**config.mk**
```make
export PLATFORM = sky130hd
export DESIGN_NAME = nn_image_streamer
export DESIGN_NICKNAME = d
export VERILOG_FILES = /design/src/rtl/nn_image_streamer_pkg.sv /design/src/rtl/nn_image_buffer.sv /design/src/rtl/nn_image_streamer.sv
export SDC_FILE = /design/constraint.sdc
export NUM_CORES = 2
export LEC_CHECK = 0
export CORE_UTILIZATION = 25
export DETAILED_ROUTE_END_ITERATION = 8
export GPL_ROUTABILITY_DRIVEN = 1
export PLACE_DENSITY = 0.47
export SLEW_MARGIN = 20
export SYNTH_ARGS = -nofsm -noshare
export SYNTH_HDL_FRONTEND = slang
export SYNTH_SLANG_ARGS = --single-unit
export TNS_END_PERCENT = 10
```
**constraint.sdc**
```tcl
create_clock -name masterClk -period 4.7 [get_ports masterClk]
set_input_delay 0.705 -clock masterClk [delete_from_list [all_inputs] [get_ports masterClk]]
set_output_delay 0.705 -clock masterClk [all_outputs]
set_load 0.05 [all_outputs]
```
**src/rtl/nn_image_streamer_pkg.sv**
```systemverilog
// Shared definitions for the NN image streamer: state encoding, default
// sizes shared with NN_Controler, and word/counter sizing helpers.
package nn_image_streamer_pkg;

    localparam int DEF_INPUT_LAYER_NODES = 784;
    localparam int DEF_WORD_WIDTH        = 8;
    localparam int DEF_PRED_WIDTH        = 4;
    localparam int DEF_TIMEOUT_CYCLES    = 4096;

    typedef enum logic [2:0] {
        LOAD,
        WAIT_RDY,
        STREAM,
        WAIT_PRED,
        ACK,
        RESULT
    } state_e;

    // ceil(nodes / width): host words per image
    function automatic int num_words(input int nodes, input int width);
        return (nodes + width - 1) / width;
    endfunction

    function automatic int cnt_w(input int n);
        return (n > 1) ? $clog2(n) : 1;
    endfunction

endpackage

```
**src/rtl/nn_image_buffer.sv**
```systemverilog
// Image buffer: word-wide writes at wordCount, single-bit reads at pixCount.
// Both counters live here so the top only sequences write/advance/clear.
module nn_image_buffer
    import nn_image_streamer_pkg::*;
#(
    parameter int NODES      = DEF_INPUT_LAYER_NODES,
    parameter int WORD_WIDTH = DEF_WORD_WIDTH
) (
    input  logic                  clk,
    input  logic                  rst_n,
    input  logic                  clr,
    input  logic                  wr_en,
    input  logic [WORD_WIDTH-1:0] wr_data,
    input  logic                  rd_adv,
    output logic                  last_word,
    output logic                  last_pix,
    output logic                  rd_bit
);

    localparam int NW   = num_words(NODES, WORD_WIDTH);
    localparam int WCW  = cnt_w(NW);
    localparam int PCW  = cnt_w(NODES);
    localparam int MEMW = NW * WORD_WIDTH;

    logic [MEMW-1:0] mem_q, mem_d;
    logic [WCW-1:0]  wcnt_q, wcnt_d;
    logic [PCW-1:0]  pcnt_q, pcnt_d;

    always_comb begin
        mem_d  = mem_q;
        wcnt_d = wcnt_q;
        pcnt_d = pcnt_q;
        if (clr) begin
            wcnt_d = '0;
            pcnt_d = '0;
        end else begin
            if (wr_en) begin
                mem_d[int'(wcnt_q)*WORD_WIDTH +: WORD_WIDTH] = wr_data;
                wcnt_d = wcnt_q + WCW'(1);
            end
            if (rd_adv) begin
                pcnt_d = pcnt_q + PCW'(1);
            end
        end
    end

    always_ff @(posedge clk or negedge rst_n) begin
        if (!rst_n) begin
            mem_q  <= '0;
            wcnt_q <= '0;
            pcnt_q <= '0;
        end else begin
            mem_q  <= mem_d;
            wcnt_q <= wcnt_d;
            pcnt_q <= pcnt_d;
        end
    end

    // Padding bits of the last word are stored but never read.
    assign last_word = (wcnt_q == WCW'(NW - 1));
    assign last_pix  = (pcnt_q == PCW'(NODES - 1));
    assign rd_bit    = mem_q[pcnt_q];

endmodule

```
**src/rtl/nn_image_streamer.sv**
```systemverilog
// Host-side driver for NN_Controler: buffers an image, streams it, returns
// the prediction. Optional watchdog enabled with NN_STREAM_TIMEOUT_EN.
module nn_image_streamer
    import nn_image_streamer_pkg::*;
#(
    parameter int INPUT_LAYER_NODES = DEF_INPUT_LAYER_NODES,
    parameter int WORD_WIDTH        = DEF_WORD_WIDTH,
    parameter int PRED_WIDTH        = DEF_PRED_WIDTH,
    parameter int TIMEOUT_CYCLES    = DEF_TIMEOUT_CYCLES
) (
    input  logic                  masterClk,
    input  logic                  resetN,
    input  logic [WORD_WIDTH-1:0] pixelWord,
    input  logic                  pixelValid,
    output logic                  pixelReady,
    input  logic                  readyForInputs,
    output logic                  inputsInbound,
    output logic                  inputPixel,
    input  logic                  predictionReady,
    input  logic [PRED_WIDTH-1:0] predictionOut,
    output logic                  predictionRecieved,
    output logic                  resultValid,
    output logic [PRED_WIDTH-1:0] resultClass,
    input  logic                  resultAck,
    output logic                  timeoutErr
);

    state_e                state_q, state_d;
    logic [PRED_WIDTH-1:0] res_q, res_d;

    logic wr_en;
    logic rd_adv;
    logic clr;
    logic last_word;
    logic last_pix;
    logic rd_bit;

`ifdef NN_STREAM_TIMEOUT_EN
    localparam int TOW = $clog2(TIMEOUT_CYCLES + 1);
    logic [TOW-1:0] to_cnt_q, to_cnt_d;
    logic           to_err_q, to_err_d;
`else
    logic unused_timeout;
    assign unused_timeout = (TIMEOUT_CYCLES == 0);
`endif

    nn_image_buffer #(
        .NODES      (INPUT_LAYER_NODES),
        .WORD_WIDTH (WORD_WIDTH)
    ) u_buf (
        .clk       (masterClk),
        .rst_n     (resetN),
        .clr       (clr),
        .wr_en     (wr_en),
        .wr_data   (pixelWord),
        .rd_adv    (rd_adv),
        .last_word (last_word),
        .last_pix  (last_pix),
        .rd_bit    (rd_bit)
    );

    always_comb begin
        state_d = state_q;
        res_d   = res_q;
        wr_en   = 1'b0;
        rd_adv  = 1'b0;
        clr     = 1'b0;
        unique case (state_q)
            LOAD: begin
                if (pixelValid) begin
                    wr_en = 1'b1;
                    if (last_word) state_d = WAIT_RDY;
                end
            end
            WAIT_RDY: begin
                if (readyForInputs) state_d = STREAM;
            end
            STREAM: begin
                rd_adv = 1'b1;
                if (last_pix) state_d = WAIT_PRED;
            end
            WAIT_PRED: begin
                if (predictionReady) begin
                    res_d   = predictionOut;
                    state_d = ACK;
                end
            end
            ACK: begin
                if (!predictionReady) state_d = RESULT;
            end
            RESULT: begin
                if (resultAck) begin
                    clr     = 1'b1;
                    state_d = LOAD;
                end
            end
            default: state_d = LOAD;
        endcase

`ifdef NN_STREAM_TIMEOUT_EN
        to_cnt_d = '0;
        to_err_d = to_err_q;
        // Watchdog overrides any handshake progress on its final cycle.
        if (state_q == WAIT_PRED || state_q == ACK) begin
            if (to_cnt_q == TOW'(TIMEOUT_CYCLES - 1)) begin
                to_err_d = 1'b1;
                res_d    = '1;
                state_d  = RESULT;
            end else begin
                to_cnt_d = to_cnt_q + TOW'(1);
            end
        end
`endif
    end

    always_ff @(posedge masterClk or negedge resetN) begin
        if (!resetN) begin
            state_q <= LOAD;
            res_q   <= '0;
        end else begin
            state_q <= state_d;
            res_q   <= res_d;
        end
    end

`ifdef NN_STREAM_TIMEOUT_EN
    always_ff @(posedge masterClk or negedge resetN) begin
        if (!resetN) begin
            to_cnt_q <= '0;
            to_err_q <= 1'b0;
        end else begin
            to_cnt_q <= to_cnt_d;
            to_err_q <= to_err_d;
        end
    end

    assign timeoutErr = to_err_q;
`else
    assign timeoutErr = 1'b0;
`endif

    // Outputs decode straight from the state register so reset acts at once.
    assign pixelReady         = (state_q == LOAD);
    assign inputsInbound      = (state_q == STREAM);
    assign inputPixel         = (state_q == STREAM) & rd_bit;
    assign predictionRecieved = (state_q == ACK);
    assign resultValid        = (state_q == RESULT);
    assign resultClass        = res_q;

endmodule

```
## Word level (Yosys, flattened, before mapping)

Cells that the tools add are included.

- Div/mod/pow operators: 0
- Reduce and logical (&&, ||, !) cells: 6
- Multipliers: 0
- Multiplexer cells: 20
- $add $sub $neg: 3
- Eq/ne operators: 14
- Shifts and indexed selects: 2
- $lt $le $gt $ge: 1
- Bitwise logic cells: 2

Operators by type and width:

| kind | count |
|---|---|
| bitwise mux 784 bit | 1 |
| variable shift 8 x 33 -> 784 bit (first input constant) | 1 |
| indexed part select 8 x 33 -> 784 bit | 1 |
| negator 10 -> 33 bit | 1 |
| two-way mux 3 bit | 7 |
| two-way mux 10 bit | 2 |
| case mux 3 bit (6 select lines) | 1 |
| two-way mux 7 bit | 2 |
| less-than comparator 10 x 11 -> 1 bit (second input constant) | 1 |
| adder 10 x 1 -> 10 bit (second input constant) | 1 |
| binary-select mux 1 bit (select 10 bit) | 1 |
| equality test 10 bit (second input constant) | 1 |
| != test 2 bit (second input constant) | 4 |
| adder 7 x 1 -> 7 bit (second input constant) | 1 |
| equality test 7 bit (second input constant) | 1 |
| AND reduction 7 bit | 1 |
| equality test 3 x 2 -> 1 bit (second input constant) | 2 |
| equality test 3 bit (second input constant) | 2 |
| two-way mux 1 bit | 6 |
| != test 2 x 1 -> 1 bit (second input constant) | 3 |
| AND reduction 2 bit | 2 |
| nonzero test 2 bit | 2 |
| equality test 3 x 1 -> 1 bit (second input constant) | 1 |
| zero test 3 bit | 1 |
| other kinds (2) | 2 |

- Bits in latches: 0
- ROM bits: 0
- Output and inout port bits: 10
- Logic and storage cells: 53
- Register bits after elaboration: 808
- Input bits: 18
- Memories kept: 0
- Memory bits (writable): 0

## Logic depth before layout (Yosys ltp)

- Word-level depth: 4
- Gate-level depth with buffers: 17
- Gate-level depth less buffers: 12

## Cells and area by module

Synthesis repeated with hierarchy kept, for this count alone.

- Cells, all modules: 3196
- Area total of the unflattened synthesis: 38184.1 um^2

Modules (own cells, without submodules):

| module | times used | area an instance (um^2) | cells an instance |
|---|---|---|---|
| nn_image_buffer | 1 | 37761.2 | 3156 |
| nn_image_streamer | 1 | 422.9 | 40 |

## Worst setup path before layout

No wires, ideal clock.

- Path type: reg-to-output
- Start: reg u_buf.pcnt_q[0]
- End: out inputPixel
- Slack: 0.576 ns
- Cell stages (with the launch flop): 13
- Data arrival time: 3.419 ns
- Data required time: 3.995 ns
- Path buffers: 5
- Cells stage by stage: dfrtp_1 -> buf_6 -> buf_6 -> buf_6 -> buf_6 -> buf_4 -> mux2i_1 -> a22o_1 -> o311ai_0 -> o211ai_1 -> nor4_1 -> o21ai_0 -> a211oi_1

- Word-level cells in the longest chain between the ends: 3

Ends and longest elaborated chain:

| element | line | source |
|---|---|---|
| start, declared | nn_image_buffer.sv:27 | `logic [PCW-1:0] pcnt_q, pcnt_d;` |
| start signal, assigned | nn_image_buffer.sv:55 | `pcnt_q <= pcnt_d;` |
| binary-select mux 1 bit (select 10 bit) | nn_image_buffer.sv:62 | `assign rd_bit = mem_q[pcnt_q];` |
| two-way mux 1 bit (not written as such) | nn_image_buffer.sv:62 |  |
| AND 1 bit | nn_image_streamer.sv:145 | `assign inputPixel = (state_q == STREAM) & rd_bit;` |
| end, declared | nn_image_streamer.sv:18 | `output logic inputPixel,` |

Every way passes these cells. The select of a mux whose other input is x is not followed.

## Worst setup path in the final report

- Start: reg u_buf.pcnt_q[2]
- End: out inputPixel

The elaborated chain is that of the path after synthesis.

==> results_dict.tcl <==
set metrics [dict create \
    run_status "complete, but fails checks" \
    violations "setup timing" \
    critical_path.startpoint_type "register" \
    drv_slew 0 \
    cp_slowest_stage_delay_ns 0.67 \
    cts_tree "built" \
    regToRegStartpoint "u_buf.wcnt_q[1]" \
    ys_ff_latch 808 \
    hold_path.class "in -> async" \
    end_kind "primary output" \
    synth-simple-area-share_pct 11.0 \
    finalSetupViolations 1 \
    cp.required_ns 3.99 \
    yosysMostFrequentCell "dfrtp_1" \
    worstPathArrival_ns 4.03 \
    maxCapViolCount 0 \
    clockRootBuffer "clkbuf_16" \
    synth_cell_types 79 \
    syn2layout_area_growth_pct 18.0 \
    die_x_um 398 \
    synthArstFlopShare_pct 100 \
    grt_overflow 0 \
    syn_area_mm2 0.0392 \
    p_leak_uw 0.0202 \
    drive_gt1_share_pct 32.8 \
    crit_fanout 22 \
    critical_path.cell_chain "nand2b_2, buf_4, o22ai_1, nor3b_1, a211oi_2, nand4_1, a2111oi_4, a211oi_4, buf_6" \
    avgSynthCellArea_um2 12.0 \
    vias_per_cell 5.11 \
    r2r_end "u_buf.mem_q[626]" \
    period_minus_slack_ns 4.73 \
    ys.flop_type "dfrtp_1" \
    dpl.hpwl_mm 98.0 \
    max_freq_ghz 0.211 \
    synth-adder-area-share_pct 0.160 \
    ios 28 \
    synth_compound_gate_area_share_pct 7.96 \
    grt_pass1_vias 28200 \
    clk_pin_slew_ns 0.06 \
    drt_wl_total_mm 144 \
    fin_util_pct 29.9 \
    path_class "reg -> out" \
    met3_usage_pct 3.43 \
    clock_sinks 808 \
    insertion_delay_ns 0.69 \
    io_buffer_count 26 \
    gp_congestion 0.931 \
    synth_top_family_by_area "multiplexers" \
    coreArea_mm2 0.155 \
    synth-xor-area-share_pct 0.444 \
    rows 144 \
    drt_iter0_markers 2502 \
    hold_viol_final 0 \
    synth_top_cell_by_area "dfrtp_1" \
    syn_nets 3293 \
    grt_max_degree 133 \
    grt_busiest_layer "met2" \
    syn_inst 3270 \
    initial_core_util_pct 25.3 \
    ir_worst_vdd_mv 0.492 \
    firstDrtPassIters 5 \
    cts_buffers 93 \
    pre_cts_ws_ns -0.0719 \
    setup_slack_ns -0.0322 \
    ys_seq_area_share_pct 51.6 \
    grt_util_all_layers_pct 18.2 \
    holdBufCountCts 0 \
    finClkSkew_ns 0.0326 \
    drc_errors 0 \
    max-slew-margin-rel_pct 18.8 \
    holdWs_ns 0.00981 \
    grt_antenna_before_repair 4 \
    reg2reg_depth 10 \
    cellPowerDensity_mw_per_mm2 568 \
    yosysWarnings 0 \
    fin_nets 3378 \
    vias 28000 \
    synth_mux_area_share_pct 25.7 \
    synth_edf_count 0 \
    die-area_mm2 0.158 \
    cp_slowest_cell "dfrtp_2" \
    gr-usage-met2_pct 27.5 \
    cts_max_path_buffers 3 \
    finalPower_uw 26300 \
    htreeDepth 3 \
    routedWlPerCell_um 26.3 \
    synth_commonest_cells "808 x dfrtp_1, 507 x mux2_2, 417 x nand2_1" \
    grt_use_met1_pct 25.7 \
    worst-slew-pin-transition_ns 1.21 \
    tns_ns -0.0322 \
    fp.dieH_um 398 \
    synth_area_leaders "dfrtp_1 52%, mux2_2 15%, mux4_2 9.3%" \
    grt_pass1_wl_mm 211 \
    period_share_pct 101 \
    ant_nets 0 \
    synth_top_cell_area_share_pct 51.6 \
    rrSetupSlack_ns 0.55 \
]
through the flow:
step | std cells | area (um2)
floorplan | 3270 | 39200
global placement | 5292 | 42500
detailed placement | 5292 | 42500
CTS | 5473 | 46100
global route | 5474 | 46200
finish | 5476 | 46200
layer usage:
| layer | wire length (um) | share of wire (%) |
|---|---|---|
| met1 | 65100 | 45 |
| met2 | 63900 | 44 |
| met3 | 9860 | 6.8 |
| met4 | 5030 | 3.5 |
| met5 | 0 | 0 |
state kept, by name, indices dropped and copies added (netlist names):
| signal | cells |
|---|---|
| u_buf.mem_q | 784 |
| u_buf.pcnt_q | 10 |
| u_buf.wcnt_q | 7 |
| resultClass | 4 |
| state_q | 3 |
layout by cell type (no fill, tap or decap), types with 22 or more instances in the layout:
cell type,count
nand2_1,411
clkbuf_8,30
mux2_2,507
clkbuf_16,95
nor2b_1,22
nand3_1,50
nor2_1,298
nor2_2,23
mux2i_1,62
mux4_2,162
clkdlybuf4s50_1,24
dfrtp_1,803
o21ai_1,83
o21ai_0,147
o31ai_1,90
buf_4,167
or4_1,30
worst max path at each step:
| stage | startpoint | endpoint | slack (ns) | depth (start not counted) |
|---|---|---|---|---|
| final | u_buf.pcnt_q[2] | inputPixel | -0.03 | 9 |
| after global routing | u_buf.pcnt_q[0] | inputPixel | -0.09 | 11 |
| after CTS | u_buf.pcnt_q[0] | inputPixel | 0.008 | 9 |
| after detailed placement | u_buf.pcnt_q[1] | inputPixel | -0.07 | 10 |
| after global placement | u_buf.pcnt_q[1] | inputPixel | -0.39 | 10 |
| after floorplan | u_buf.pcnt_q[0] | inputPixel | 0.58 | 12 |
layout make-up:
cell class                 instances  area [um2]
timing repair buffer             220        2060
tap                             2044        2560
inverter                          19        71.3
multi-input combinational       2213       18000
clock buffer                     139        2840
clock inverter                    31         452
sequential                       808       20200
antenna                            2        5.00
fill                           15700      109000
kinds of logic (layout without fill, tap and decap cells):
| kind of cell | after synthesis | after routing |
|---|---|---|
| multiplexers | 738 | 738 |
| flip-flops | 808 | 808 |
| AO/OA/AOI/OAI | 483 | 483 |
| other | 1 | 3 |
| adder cells (fa/ha/maj) | 5 | 5 |
| XOR/XNOR | 19 | 19 |
| buffers and inverters | 249 | 409 |
| AND/OR/NAND/NOR | 967 | 967 |
critical path: cells and delay by family, from the launching register on:
kind | cells | cell delay (ns)
AND/OR/NAND/NOR | 3 | 1.34
flip-flops | 1 | 0.67
AO/OA/AOI/OAI | 4 | 0.85
buffers and inverters | 2 | 0.45
power breakdown:
group	leakage [uW]	internal, uW	switching, uW
Combinational	0.00734	3130	7300
Sequential	0.0112	7440	536
Clock	0.00163	4720	3110
Total	0.0202	15300	11000
repair_timing:
action                     CTS  global route
cloned                       1             0
setup endpoints to repair    1             1
pin swaps                    4             4
gates resized for setup     26            18
buffers inserted            10             1
No activity file was read; power rests on OpenSTA's default activity.
